### config.mk
export PLATFORM = sky130hd
export DESIGN_NAME = fft_iter_ctrl_param
export DESIGN_NICKNAME = d
export VERILOG_FILES = /design/src/rtl/fft_iter_ctrl_param.sv
export SDC_FILE = /design/constraint.sdc
export NUM_CORES = 1
export LEC_CHECK = 0
export CAP_MARGIN = 20
export CORE_ASPECT_RATIO = 0.6
export CORE_MARGIN = 5
export CORE_UTILIZATION = 45
export DETAILED_ROUTE_END_ITERATION = 7
export DONT_BUFFER_PORTS = 1
export PLACE_DENSITY = 0.65
export SLEW_MARGIN = 20
export SYNTH_ARGS = -nofsm -noshare
export SYNTH_HDL_FRONTEND = slang
export SYNTH_SLANG_ARGS = --single-unit
### constraint.sdc
create_clock -name CLK -period 4.59 [get_ports CLK]
set_input_delay 0.459 -clock CLK [delete_from_list [all_inputs] [get_ports CLK]]
set_output_delay 0.459 -clock CLK [all_outputs]
set_load 0.02 [all_outputs]
### src/rtl/fft_iter_ctrl_param.sv
`default_nettype none
// ============================================================================
// Module      : fft_iter_ctrl_param
// Description : Sequencer for an in-place iterative radix-2 FFT core; walks
//               LOG2N layers of 2^(LOG2N-1) butterflies with programmable
//               RAM-read and butterfly latencies.
// Revision    : 1.0 - initial release
// ============================================================================
module fft_iter_ctrl_param #(
    parameter int LOG2N  = 5,
    parameter int RD_LAT = 1,
    parameter int BF_LAT = 1,
    parameter int LAY_W  = 3,
    parameter int BUT_W  = 4
) (
    input  logic             CLK,
    input  logic             RST,
    input  logic             EN,
    input  logic             START,
    input  logic             ABORT,
    input  logic             INV,
    output logic             ADDR_EN,
    output logic             BUT_STROB,
    output logic             WR,
    output logic             LAY_EN,
    output logic             FIRST,
    output logic             LAST,
    output logic [LAY_W-1:0] LAY_IDX,
    output logic [BUT_W-1:0] BUT_IDX,
    output logic             INV_Q,
    output logic             BUSY,
    output logic             DONE
);

    typedef enum logic [2:0] {
        S_IDLE    = 3'd0,
        S_ADDR    = 3'd1,
        S_RD_WAIT = 3'd2,
        S_RD      = 3'd3,
        S_BF_WAIT = 3'd4,
        S_WR      = 3'd5,
        S_DONE    = 3'd6
    } state_t;

    localparam logic [LAY_W-1:0] C_LAY_LAST = LAY_W'(LOG2N - 1);
    localparam logic [BUT_W-1:0] C_BUT_LAST = '1;
    localparam logic [3:0]       C_RD_LAST  = (RD_LAT > 0) ? 4'(RD_LAT - 1) : 4'd0;
    localparam logic [3:0]       C_BF_LAST  = (BF_LAT > 0) ? 4'(BF_LAT - 1) : 4'd0;

    state_t           state_q, state_d;
    logic [LAY_W-1:0] lay_q, lay_d;
    logic [BUT_W-1:0] but_q, but_d;
    logic [3:0]       wait_q, wait_d;
    logic             inv_q, inv_d;
    logic             busy_q, busy_d;
    logic             first_q, first_d;
    logic             last_q, last_d;
    logic             last_but;
    logic             in_run;

    always_comb begin
        state_d  = state_q;
        lay_d    = lay_q;
        but_d    = but_q;
        wait_d   = wait_q;
        inv_d    = inv_q;
        last_but = (lay_q == C_LAY_LAST) && (but_q == C_BUT_LAST);
        in_run   = (state_q != S_IDLE) && (state_q != S_DONE);
        if (EN) begin
            if (ABORT && in_run) begin
                state_d = S_IDLE;
                lay_d   = '0;
                but_d   = '0;
                wait_d  = '0;
            end else begin
                case (state_q)
                    S_IDLE: begin
                        if (START && !ABORT) begin
                            state_d = S_ADDR;
                            inv_d   = INV;
                        end
                    end
                    S_ADDR: begin
                        state_d = (RD_LAT == 0) ? S_RD : S_RD_WAIT;
                        wait_d  = '0;
                    end
                    S_RD_WAIT: begin
                        if (wait_q == C_RD_LAST) begin
                            state_d = S_RD;
                            wait_d  = '0;
                        end else begin
                            wait_d = wait_q + 4'd1;
                        end
                    end
                    S_RD: begin
                        state_d = (BF_LAT == 0) ? S_WR : S_BF_WAIT;
                        wait_d  = '0;
                    end
                    S_BF_WAIT: begin
                        if (wait_q == C_BF_LAST) begin
                            state_d = S_WR;
                            wait_d  = '0;
                        end else begin
                            wait_d = wait_q + 4'd1;
                        end
                    end
                    S_WR: begin
                        // Final write keeps the indices parked on the last butterfly.
                        if (last_but) begin
                            state_d = S_DONE;
                        end else begin
                            state_d = S_ADDR;
                            but_d   = but_q + BUT_W'(1);
                            if (but_q == C_BUT_LAST) begin
                                lay_d = lay_q + LAY_W'(1);
                            end
                        end
                    end
                    S_DONE: begin
                        state_d = S_IDLE;
                        lay_d   = '0;
                        but_d   = '0;
                    end
                    default: begin
                        state_d = S_IDLE;
                    end
                endcase
            end
        end
        busy_d  = (state_d != S_IDLE) && (state_d != S_DONE);
        first_d = busy_d && (lay_d == '0);
        last_d  = busy_d && (lay_d == C_LAY_LAST);
    end

    always_ff @(posedge CLK) begin
        if (RST) begin
            state_q <= S_IDLE;
            lay_q   <= '0;
            but_q   <= '0;
            wait_q  <= '0;
            inv_q   <= 1'b0;
            busy_q  <= 1'b0;
            first_q <= 1'b0;
            last_q  <= 1'b0;
        end else begin
            state_q <= state_d;
            lay_q   <= lay_d;
            but_q   <= but_d;
            wait_q  <= wait_d;
            inv_q   <= inv_d;
            busy_q  <= busy_d;
            first_q <= first_d;
            last_q  <= last_d;
        end
    end

    // Strobes are state decodes qualified by EN so a stalled strobe reissues.
    assign ADDR_EN   = EN && (state_q == S_ADDR);
    assign BUT_STROB = EN && (state_q == S_RD);
    assign WR        = EN && (state_q == S_WR) && !ABORT;
    assign DONE      = EN && (state_q == S_DONE);
    assign LAY_EN    = ADDR_EN && (but_q == '0) && (lay_q != '0);
    assign FIRST     = first_q;
    assign LAST      = last_q;
    assign LAY_IDX   = lay_q;
    assign BUT_IDX   = but_q;
    assign INV_Q     = inv_q;
    assign BUSY      = busy_q;

endmodule
`default_nettype wire

# == Word level (Yosys, flattened, before mapping) ==
# Cells that the tools add are included.
# totals
register_bits,18
out_inout_bits,16
wordCells,71
# op_classes
add_sub_neg,3
eq_ne,12
mux,18
bitwise_logic,1
n_reduce_logical,29
# ops
operator,n
$mux 3,10
$pmux 3 s6,1
$mux 4,4
$pmux 4 s2,2
$eq 3x3->1 const B,5
$reduce_bool 3->1,5
$logic_and 1x1->1,14
$ne 3x3->1 const B,3
$add 4x1->4 const B,2
$logic_not 4->1,2
$eq 3x2->1 const B,2
$logic_not 3->1,2
$pmux 3 s2,1
$eq 4x4->1 const B,1
$reduce_and 4->1,1
$reduce_or 2->1,2
$add 3x1->3 const B,1
$eq 3x1->1 const B,1
$reduce_and 3->1,1
$reduce_and 2->1,1
$logic_not 1->1,1
$not 1->1,1

# == Longest topological paths before layout ==
# Gate-level depths: netlist of run 1.
# depth
word_depth,9
ltp_mapped,7
ltp_nobuf,7

# == Worst setup path after synthesis of run 1 ==
# Ideal clock, no wire load.
# synth_timing
kind,input port to flip-flop
startpoint,input ABORT
endpoint,"register first_q, in the netlist FIRST"
setup_ns,0.124
t_arrival_ns,1.873
setup_slack_ns,2.593
stages,6
cell_sequence,buf_2 nand3b_1 nor3b_1 a31oi_1 o21ai_0 nor3b_1
# synth_between
elab_chain_cells,9
elab_cells_between_ends,14
# synth_rtl
element,line,source
"start, declared",20,"input logic ABORT,"
$logic_not 1->1,78,if (START && !ABORT) begin
$logic_and 1x1->1,78,
$mux 3,78,
$pmux 3 s6,76,case (state_q)
$mux 3,70,if (ABORT && in_run) begin
$mux 3,69,if (EN) begin
$ne 3x3->1 / $reduce_bool 3->1 (equally long branches),130,busy_d = (state_d != S_IDLE) && (state_d != S_DONE);
$logic_and 1x1->1,130,
$logic_and 1x1->1 (*),131,first_d = busy_d && (lay_d == '0);
"end signal, assigned",152,first_q <= first_d;
"end, declared",56,"logic first_q, first_d;"
# Every way passes the cells marked *; elsewhere a longest branch is shown, timed or not.
# A chain may end at the register's enable or synchronous reset.

# == Final worst setup path of run 1 ==
# layout_timing
startpoint,register state_q[0]
endpoint,output LAY_EN
# layout_between
elab_chain_cells,4
# layout_rtl
element,line,source
"start, declared",50,"state_t state_q, state_d;"
"start signal, assigned",146,state_q <= state_d;
$eq 3x1->1,158,assign ADDR_EN = EN && (state_q == S_ADDR);
$logic_and 1x1->1,158,
named net ADDR_EN,22,"output logic ADDR_EN,"
$logic_and 1x1->1 (2 in series),162,assign LAY_EN = ADDR_EN && (but_q == '0) && (lay_q != '0);
"end, declared",25,"output logic LAY_EN,"
# The timed path passes the listed nets, and every way through them passes these cells.

==> impl_metrics.env, run 1 <==
export IMPL_clockBufferDepth=2
export IMPL_syn_avg_cell_area_um2=8.11
export IMPL_crit_path_max_fanout=13
export IMPL_grt_pass1_vias=946
export IMPL_maxCapViolations=0
export IMPL_clock_sinks=18
export IMPL_critPathLaunch="state_q[0]"
export IMPL_gp_congestion=0.849
export IMPL_cts_tree="built"
export IMPL_cp_end_kind="primary output"
export IMPL_vdd_ir_drop_max_uv=121
export IMPL_drt_first_pass_iters=4
export IMPL_critPathMaxStageDelay_ns=0.60
export IMPL_min_period_ns=2.52
export IMPL_power_internal_uw=241
export IMPL_hpwl_mm=2.05
export IMPL_htreeDepth=1
export IMPL_hold_path_depth=1
export IMPL_cts_resized=0
export IMPL_relSlewSlack_pct=43.0
export IMPL_wl_per_cell_um=16.5
export IMPL_ctsHoldBuffers=0
export IMPL_die_area_mm2=0.00379
export IMPL_vias=1070
export IMPL_synthCells=146
export IMPL_worst_slew_pin_slew_ns=0.852
export IMPL_power_frac_seq_pct=52.5
export IMPL_ys_async_sr_fraction_pct=0
export IMPL_setup_tns_ns=0
export IMPL_crit_type="register to primary output"
export IMPL_synthesis_nets=158
export IMPL_wirelength_mm=2.85
export IMPL_layout_common_cells="dfxtp_1, nand2_1, nor2_1, a21oi_1, inv_1"
export IMPL_skew_ns=0.00667
export IMPL_report_final_slew_viol_count=0
export IMPL_fmax_ghz=0.396
export IMPL_min_to="wait_q[0]"
export IMPL_hp_start="RST"
export IMPL_rr_startpoint="state_q[0]"
export IMPL_final_nets=153
export IMPL_cp_start_kind="register"
export IMPL_grt_pass1_wl_mm=4.90
export IMPL_cts_buffers=3
export IMPL_path_clk_slew_ns=0.08
export IMPL_ys_ff_latch=18
export IMPL_leakage_uw=0.000466
export IMPL_period_share_pct=55.0
export IMPL_grt_max_degree=20
export IMPL_num_rows=14
export IMPL_status="finished, final reports clean"
export IMPL_die_height_um=49.7
export IMPL_rr_worst_depth=5
export IMPL_hold_violations=0
export IMPL_vias_per_cell=6.22
export IMPL_io_buffers=0
export IMPL_synth_distinct_cells=45
export IMPL_swShare_pct=22.2
export IMPL_clock_root_buffer="clkbuf_8"
export IMPL_p_comb_share_pct=4.7
export IMPL_reg2reg_slack_ns=2.36
export IMPL_final_common_cell="dfxtp_1"
export IMPL_gr_usage_all_layers_pct=15.7
export IMPL_coreArea_mm2=0.00250
export IMPL_grt_overflow=0
export IMPL_synth_area_mm2=0.00118
export IMPL_crit_arrival_ns=2.06
export IMPL_hold_class="input pin to register"
export IMPL_antenna_cells=0
export IMPL_cpMaxStageDelayCell="dfxtp_1"
export IMPL_yosys_warnings=0
export IMPL_io_pins=22
export IMPL_cts_post_setup_buffers_inserted=0
export IMPL_ant_nets=0
export IMPL_worstPathRequired_ns=4.13
export IMPL_initial_utilization_pct=47.3
export IMPL_drc=0
export IMPL_n_fill_cell=261
export IMPL_rr_endpoint="FIRST"
export IMPL_fin_hold_ws_ns=0.262
export IMPL_dr_first_iter_drc_count=65
export IMPL_crit_chain="nand2_1 > nor3_1 > and3_1"
export IMPL_setup_violations_final=0
export IMPL_clkPwrFrac_pct=42.8
export IMPL_area_growth_pct=2.85
export IMPL_die_w_um=76.2
export IMPL_synth_area_leaders="dfxtp_1, ha_1, a21oi_1"
export IMPL_p_per_area_mw_per_mm2=255
export IMPL_clkLatencyLatePin_ns=0.26
export IMPL_synth_edff_count=0
export IMPL_rsz0062_at_grt="false"
export IMPL_p_sw_uw=69.0
export IMPL_drive_gt1_share_pct=7.14
export IMPL_yosysTopAreaCell="dfxtp_1"
export IMPL_synth_top_area_share_pct=30.4
export IMPL_synth_seq_area_share_pct=30.4
export IMPL_antenna_found_initial=0
export IMPL_synthFlopType="dfxtp_1"
[how the worst max path moves through the flow]
stage	endpoint	slack, ns	cells past startpoint
global route	LAY_EN	1.91	3
finish	LAY_EN	2.07	3
global placement	LAY_EN	2.41	3
CTS	LAY_EN	2.04	3
detailed placement	LAY_EN	2.33	3
floorplan	FIRST	2.59	6
[area by class of cell]
class                   count  area, um2  area share [%]
well taps                  32       40.0            3.29
inverters                   8       30.0            2.47
multi-input cells         110        732            60.1
clock buffers               4       55.1            4.52
flip-flops and latches     18        360            29.6
[routing by layer]
metal / track usage [%] / vias up / wire, um
met3: 6.91 / 2 / 289
li1: - / 521 / -
met1: 22.2 / 507 / 1380
met4: 2.62 / 0 / 5
met2: 21.9 / 40 / 1170
met5: 0 / - / 0
[stage by stage]
step                cells  cell area, um2  total power (uW)  setup slack, ns  utilization, %
detailed placement    168            1160               181             2.33            46.4
CTS                   172            1220               314             2.04            48.6
floorplan             146            1180               183             2.59               -
finish                172            1220               310             2.07            48.6
global route          172            1220               325             1.91            48.6
global placement      168            1160               180             2.41            46.4
[cells in the mapped netlist, types with 2 or more instances]
master and instances:
o21a_4 2, o22a_1 2, ha_1 6, nor3b_1 3, nor2_1 11, nor4b_1 2, nand2b_1 2, a21boi_0 2
o21ai_0 7, nand2_1 11, inv_1 8, o22ai_1 2, buf_2 4, nor3_1 5, clkbuf_1 2, nand3_1 6
nor2b_1 2, nand3b_1 5, a31oi_1 2, dfxtp_1 18, and3_1 6, xor2_1 2, a21oi_1 9, buf_6 2
a211oi_1 4, mux2i_1 2
[registers in the layout (all words and copies together), names as in the netlist]
| name | count |
|---|---|
| FIRST | 1 |
| LAST | 1 |
| INV_Q | 1 |
| LAY_IDX | 3 |
| BUT_IDX | 4 |
| BUSY | 1 |
| state_q | 3 |
| wait_q | 4 |
[logic make-up (layout without fill, tap and decap cells)]
logic type	after synthesis	after routing	share of synthesized area, %
adder cells (fa/ha/maj)	6	6	6.34
buffers and inverters	18	12	7.72
AO/OA/AOI/OAI	38	38	22.6
AND/OR/NAND/NOR	62	62	29.7
flip-flops	18	18	30.4
multiplexers	2	2	1.69
XOR/XNOR	2	2	1.48
[power by group through the flow]
stage	registers (uW)	clock network, uW	logic, uW
2_1_floorplan	164	0	18.6
3_3_place_gp	166	0	14.1
3_5_place_dp	167	0	14.3
4_1_cts	163	137	14.3
5_1_grt	164	146	15.9
6_report	163	133	14.5
[worst max-delay path: cells and delay by family, from the launching register on]
kind	cells	cell delay, ns
flops	1	0.60
simple gates	3	1.20
Power figures use the tool's default switching activity.
==> run 2, diff against run 1 <==
==> constraint.sdc (replaced) <==
create_clock -name CLK -period 2.6 [get_ports CLK]
set_input_delay 0.26 -clock CLK [delete_from_list [all_inputs] [get_ports CLK]]
set_output_delay 0.26 -clock CLK [all_outputs]
set_load 0.02 [all_outputs]
==> impl_metrics.env, run 2 (same netlist as run 1, synthesis figures left out) <==
export IMPL_status="finished, final reports clean"
export IMPL_vdd_ir_drop_max_uv=238
export IMPL_gp_congestion=0.874
export IMPL_vias_per_cell=6.14
export IMPL_die_height_um=49.7
export IMPL_antenna_cells=0
export IMPL_die_area_mm2=0.00379
export IMPL_hold_class="input pin to register"
export IMPL_power_internal_uw=426
export IMPL_swShare_pct=22.7
export IMPL_wirelength_mm=3.01
export IMPL_crit_arrival_ns=1.77
export IMPL_fmax_ghz=0.493
export IMPL_layout_common_cells="dfxtp_1, nand2_1, nor2_1, a21oi_1, inv_1"
export IMPL_io_buffers=0
export IMPL_drt_first_pass_iters=4
export IMPL_crit_type="register to primary output"
export IMPL_p_per_area_mw_per_mm2=448
export IMPL_period_share_pct=78.0
export IMPL_area_growth_pct=4.12
export IMPL_cts_resized=0
export IMPL_p_sw_uw=126
export IMPL_rsz0062_at_grt="false"
export IMPL_grt_pass1_vias=937
export IMPL_drc=0
export IMPL_hold_violations=0
export IMPL_maxCapViolations=0
export IMPL_setup_violations_final=0
export IMPL_crit_path_max_fanout=13
export IMPL_power_frac_seq_pct=52.1
export IMPL_leakage_uw=0.000477
export IMPL_worstPathRequired_ns=2.34
export IMPL_final_nets=155
export IMPL_ant_nets=0
export IMPL_clkPwrFrac_pct=43.1
export IMPL_wl_per_cell_um=17.3
export IMPL_cts_tree="built"
export IMPL_antenna_found_initial=0
export IMPL_relSlewSlack_pct=50.7
export IMPL_fin_hold_ws_ns=0.0573
export IMPL_hpwl_mm=2.24
export IMPL_ctsHoldBuffers=0
export IMPL_initial_utilization_pct=47.3
export IMPL_clock_root_buffer="clkbuf_8"
export IMPL_grt_pass1_wl_mm=4.87
export IMPL_num_rows=14
export IMPL_final_common_cell="dfxtp_1"
export IMPL_vias=1069
export IMPL_path_clk_slew_ns=0.08
export IMPL_htreeDepth=1
export IMPL_skew_ns=0.00665
export IMPL_cp_start_kind="register"
export IMPL_clockBufferDepth=2
export IMPL_p_comb_share_pct=4.8
export IMPL_drive_gt1_share_pct=8.45
export IMPL_gr_usage_all_layers_pct=16.0
export IMPL_coreArea_mm2=0.00250
export IMPL_final_util_pct=49.2
export IMPL_dr_first_iter_drc_count=135
export IMPL_grt_max_degree=20
export IMPL_worst_slew_pin_slew_ns=0.738
export IMPL_io_pins=22
export IMPL_die_w_um=76.2
export IMPL_setup_tns_ns=0
export IMPL_cts_post_setup_buffers_inserted=0
export IMPL_min_period_ns=2.03
export IMPL_cp_end_kind="primary output"
export IMPL_report_final_slew_viol_count=0
export IMPL_clkLatencyLatePin_ns=0.26
export IMPL_cts_buffers=3
export IMPL_clock_sinks=18
export IMPL_grt_overflow=0
-- run 2: cell count changes in the layout (fill, tap and decap cells not counted), sizes merged --
cell	delta
buf	+2
-- run 2: path summary, 6_finish.rpt --
path / start / end / slack (ns) / cells after the start
setup / recovery: state_q[0] / LAY_EN / 0.57 / 4
hold / removal: RST / wait_q[1] / 0.06 / 1
setup reg to reg: state_q[1] / LAST / 0.60 / 5
hold reg to reg: wait_q[0] / wait_q[0] / 0.49 / 2
-- run 2: cell type report --
cell class | count | area [um2]
fillers | 249 | 1270
inverters | 8 | 30.0
repair buffers | 2 | 15.0
clock buffers | 4 | 55.1
multi-input cells | 110 | 732
flip-flops and latches | 18 | 360
well taps | 32 | 40.0
-- run 2: layer usage --
metal | track usage [%] | share of wire (%)
met4 | 3.78 | 0.93
met5 | 0 | 0
met1 | 21.5 | 47
met3 | 7.45 | 11
met2 | 23.0 | 42
-- run 2: power by group through the flow --
stage | Clock, uW | Combinational, uW | Sequential [uW]
3_5_place_dp | 0 | 26.2 | 294
3_3_place_gp | 0 | 25.3 | 294
4_1_cts | 241 | 26.3 | 288
6_report | 238 | 26.5 | 288
2_1_floorplan | 0 | 32.9 | 290
5_1_grt | 249 | 29.3 | 288
-- run 2: stage by stage --
step / instances / instance area [um2] / power [uW] / worst slack [ns]
final: 174 / 1230 / 552 / 0.573
after global routing: 174 / 1230 / 567 / 0.436
after global placement: 170 / 1180 / 319 / 0.715
after CTS: 174 / 1230 / 555 / 0.574
after floorplan: 146 / 1180 / 323 / 0.802
after detailed placement: 170 / 1180 / 320 / 0.625
-- run 2: critical path, cell delays in order, from the launching register on --
cell and delay [ns]:
dfxtp_1 0.60, nand2_1 0.21, nor3_1 0.22, buf_4 0.19, and3_1 0.28
==> run 3, diff against run 2 <==
==> constraint.sdc (replaced) <==
create_clock -name CLK -period 2 [get_ports CLK]
set_input_delay 0.2 -clock CLK [delete_from_list [all_inputs] [get_ports CLK]]
set_output_delay 0.2 -clock CLK [all_outputs]
set_load 0.02 [all_outputs]
==> impl_metrics.env, run 3 (same netlist as run 1, synthesis figures left out) <==
export IMPL_status="finished, final reports clean"
export IMPL_relSlewSlack_pct=70.5
export IMPL_clkLatencyLatePin_ns=0.26
export IMPL_io_buffers=0
export IMPL_period_share_pct=91.0
export IMPL_crit_arrival_ns=1.94
export IMPL_setup_tns_ns=0
export IMPL_leakage_uw=0.000536
export IMPL_setup_violations_final=0
export IMPL_cts_post_setup_buffers_inserted=0
export IMPL_cp_start_kind="register"
export IMPL_ant_nets=0
export IMPL_vias_per_cell=5.89
export IMPL_grt_pass1_wl_mm=4.79
export IMPL_final_area_mm2=0.00132
export IMPL_crit_chain="inv_1 > ha_1 > nand2_1 > o21a_4 > o311ai_1 > o22a_1 > nor3_1"
export IMPL_cts_buffers=3
export IMPL_fmax_ghz=0.549
export IMPL_antenna_found_initial=0
export IMPL_grt_max_degree=18
export IMPL_antenna_cells=0
export IMPL_skew_ns=0.00874
export IMPL_layoutNonFillerInstCount=185
export IMPL_vias=1089
export IMPL_wl_per_cell_um=16.0
export IMPL_p_per_area_mw_per_mm2=537
export IMPL_area_growth_pct=11.5
export IMPL_gr_usage_all_layers_pct=15.4
export IMPL_dpl_cell_count=180
export IMPL_crit_path_max_fanout=5
export IMPL_drc=0
export IMPL_place_area_mm2=0.00125
export IMPL_worstPathRequired_ns=2.12
export IMPL_cts_tree="built"
export IMPL_cp_end_kind="register"
export IMPL_wirelength_mm=2.96
export IMPL_clock_root_buffer="clkbuf_8"
export IMPL_crit_type="register to register"
export IMPL_num_rows=14
export IMPL_rsz0062_at_grt="false"
export IMPL_path_clk_slew_ns=0.07
export IMPL_die_height_um=49.7
export IMPL_min_period_ns=1.82
export IMPL_hold_violations=0
export IMPL_clock_sinks=18
export IMPL_die_w_um=76.2
export IMPL_gp_congestion=0.848
export IMPL_hold_class="input pin to register"
export IMPL_clockBufferDepth=2
export IMPL_report_final_slew_viol_count=0
export IMPL_rr_startpoint="LAY_IDX[0]"
export IMPL_io_pins=22
export IMPL_layout_common_cells="dfxtp_1, buf_4, nand2_1, nor2_1, a21oi_1"
export IMPL_die_area_mm2=0.00379
export IMPL_coreArea_mm2=0.00250
export IMPL_vdd_ir_drop_max_uv=427
export IMPL_worst_slew_pin_slew_ns=0.438
export IMPL_hpwl_mm=2.18
export IMPL_grt_pass1_vias=952
export IMPL_final_nets=166
export IMPL_maxCapViolations=0
export IMPL_critPathLaunch="LAY_IDX[0]"
export IMPL_initial_utilization_pct=47.3
export IMPL_drive_gt1_share_pct=15.7
export IMPL_final_common_cell="dfxtp_1"
export IMPL_cpMaxStageDelayCell="o311ai_1"
export IMPL_dr_first_iter_drc_count=113
export IMPL_htreeDepth=1
export IMPL_drt_first_pass_iters=4
export IMPL_grt_overflow=0
export IMPL_critPathMaxStageDelay_ns=0.34
export IMPL_hp_start="RST"
[run 3: cell types whose count changed in the layout (fill, tap and decap cells not counted)]
cell and change:
dlygate4sd3_1 +1, buf_4 +10, dfxtp_2 +2, dfxtp_1 -2
[run 3: cell type report]
type / instances / area, um2
fillers: 240 / 1180
multi-input cells: 110 / 732
flip-flops and latches: 18 / 363
repair buffers: 13 / 100
clock buffers: 4 / 55.1
well taps: 32 / 40.0
inverters: 8 / 30.0
[run 3: power by group]
group	internal [uW]	total [uW]	switching, uW	leakage (uW)
registers	363	374	11.1	0.000146
logic	18.1	37.9	19.8	0.000361
clock network	175	297	122	0.0000288
[run 3: stage by stage]
stage | util (%) | power [uW] | hold slack [ns] | setup WS, ns
final | 52.7 | 709 | 0.00443 | 0.180
after global routing | 52.7 | 737 | 0.000596 | 0.0868
after CTS | 52.2 | 710 | 0.000280 | 0.118
after detailed placement | 50.0 | 416 | 0.274 | 0.181
after global placement | 50.0 | 415 | 0.272 | 0.230
after floorplan | - | 420 | 0.344 | 0.210
[run 3: routing by layer]
layer  vias up  global-route usage, %  wire length, um
met1       506                   23.2             1440
li1        541                      -                -
met5         -                      0                0
met4         0                   2.03                5
met3         2                   6.36              310
met2        40                   20.3             1200
[run 3: worst paths after layout]
path / endpoint / slack (ns) / depth (start not counted)
setup / recovery: LAST / 0.18 / 7
hold / removal: wait_q[2] / 0.004 / 1
setup reg to reg: LAST / 0.18 / 7
hold reg to reg: wait_q[0] / 0.50 / 2
[run 3: timing repair]
action,in CTS,in global routing
endpoints found under the setup margin,0,3
endpoints found under the hold margin,0,5
gates resized for setup,0,2
hold buffers,0,1
[run 3: worst max-delay path, delay by kind of cell, from the launching register on]
| kind | cells | cell delay, ns |
|---|---|---|
| AO/OA/AOI/OAI | 3 | 0.83 |
| flip-flops | 1 | 0.31 |
| adder cells (fa/ha/maj) | 1 | 0.23 |
| AND/OR/NAND/NOR | 2 | 0.23 |
| buffers and inverters | 1 | 0.08 |
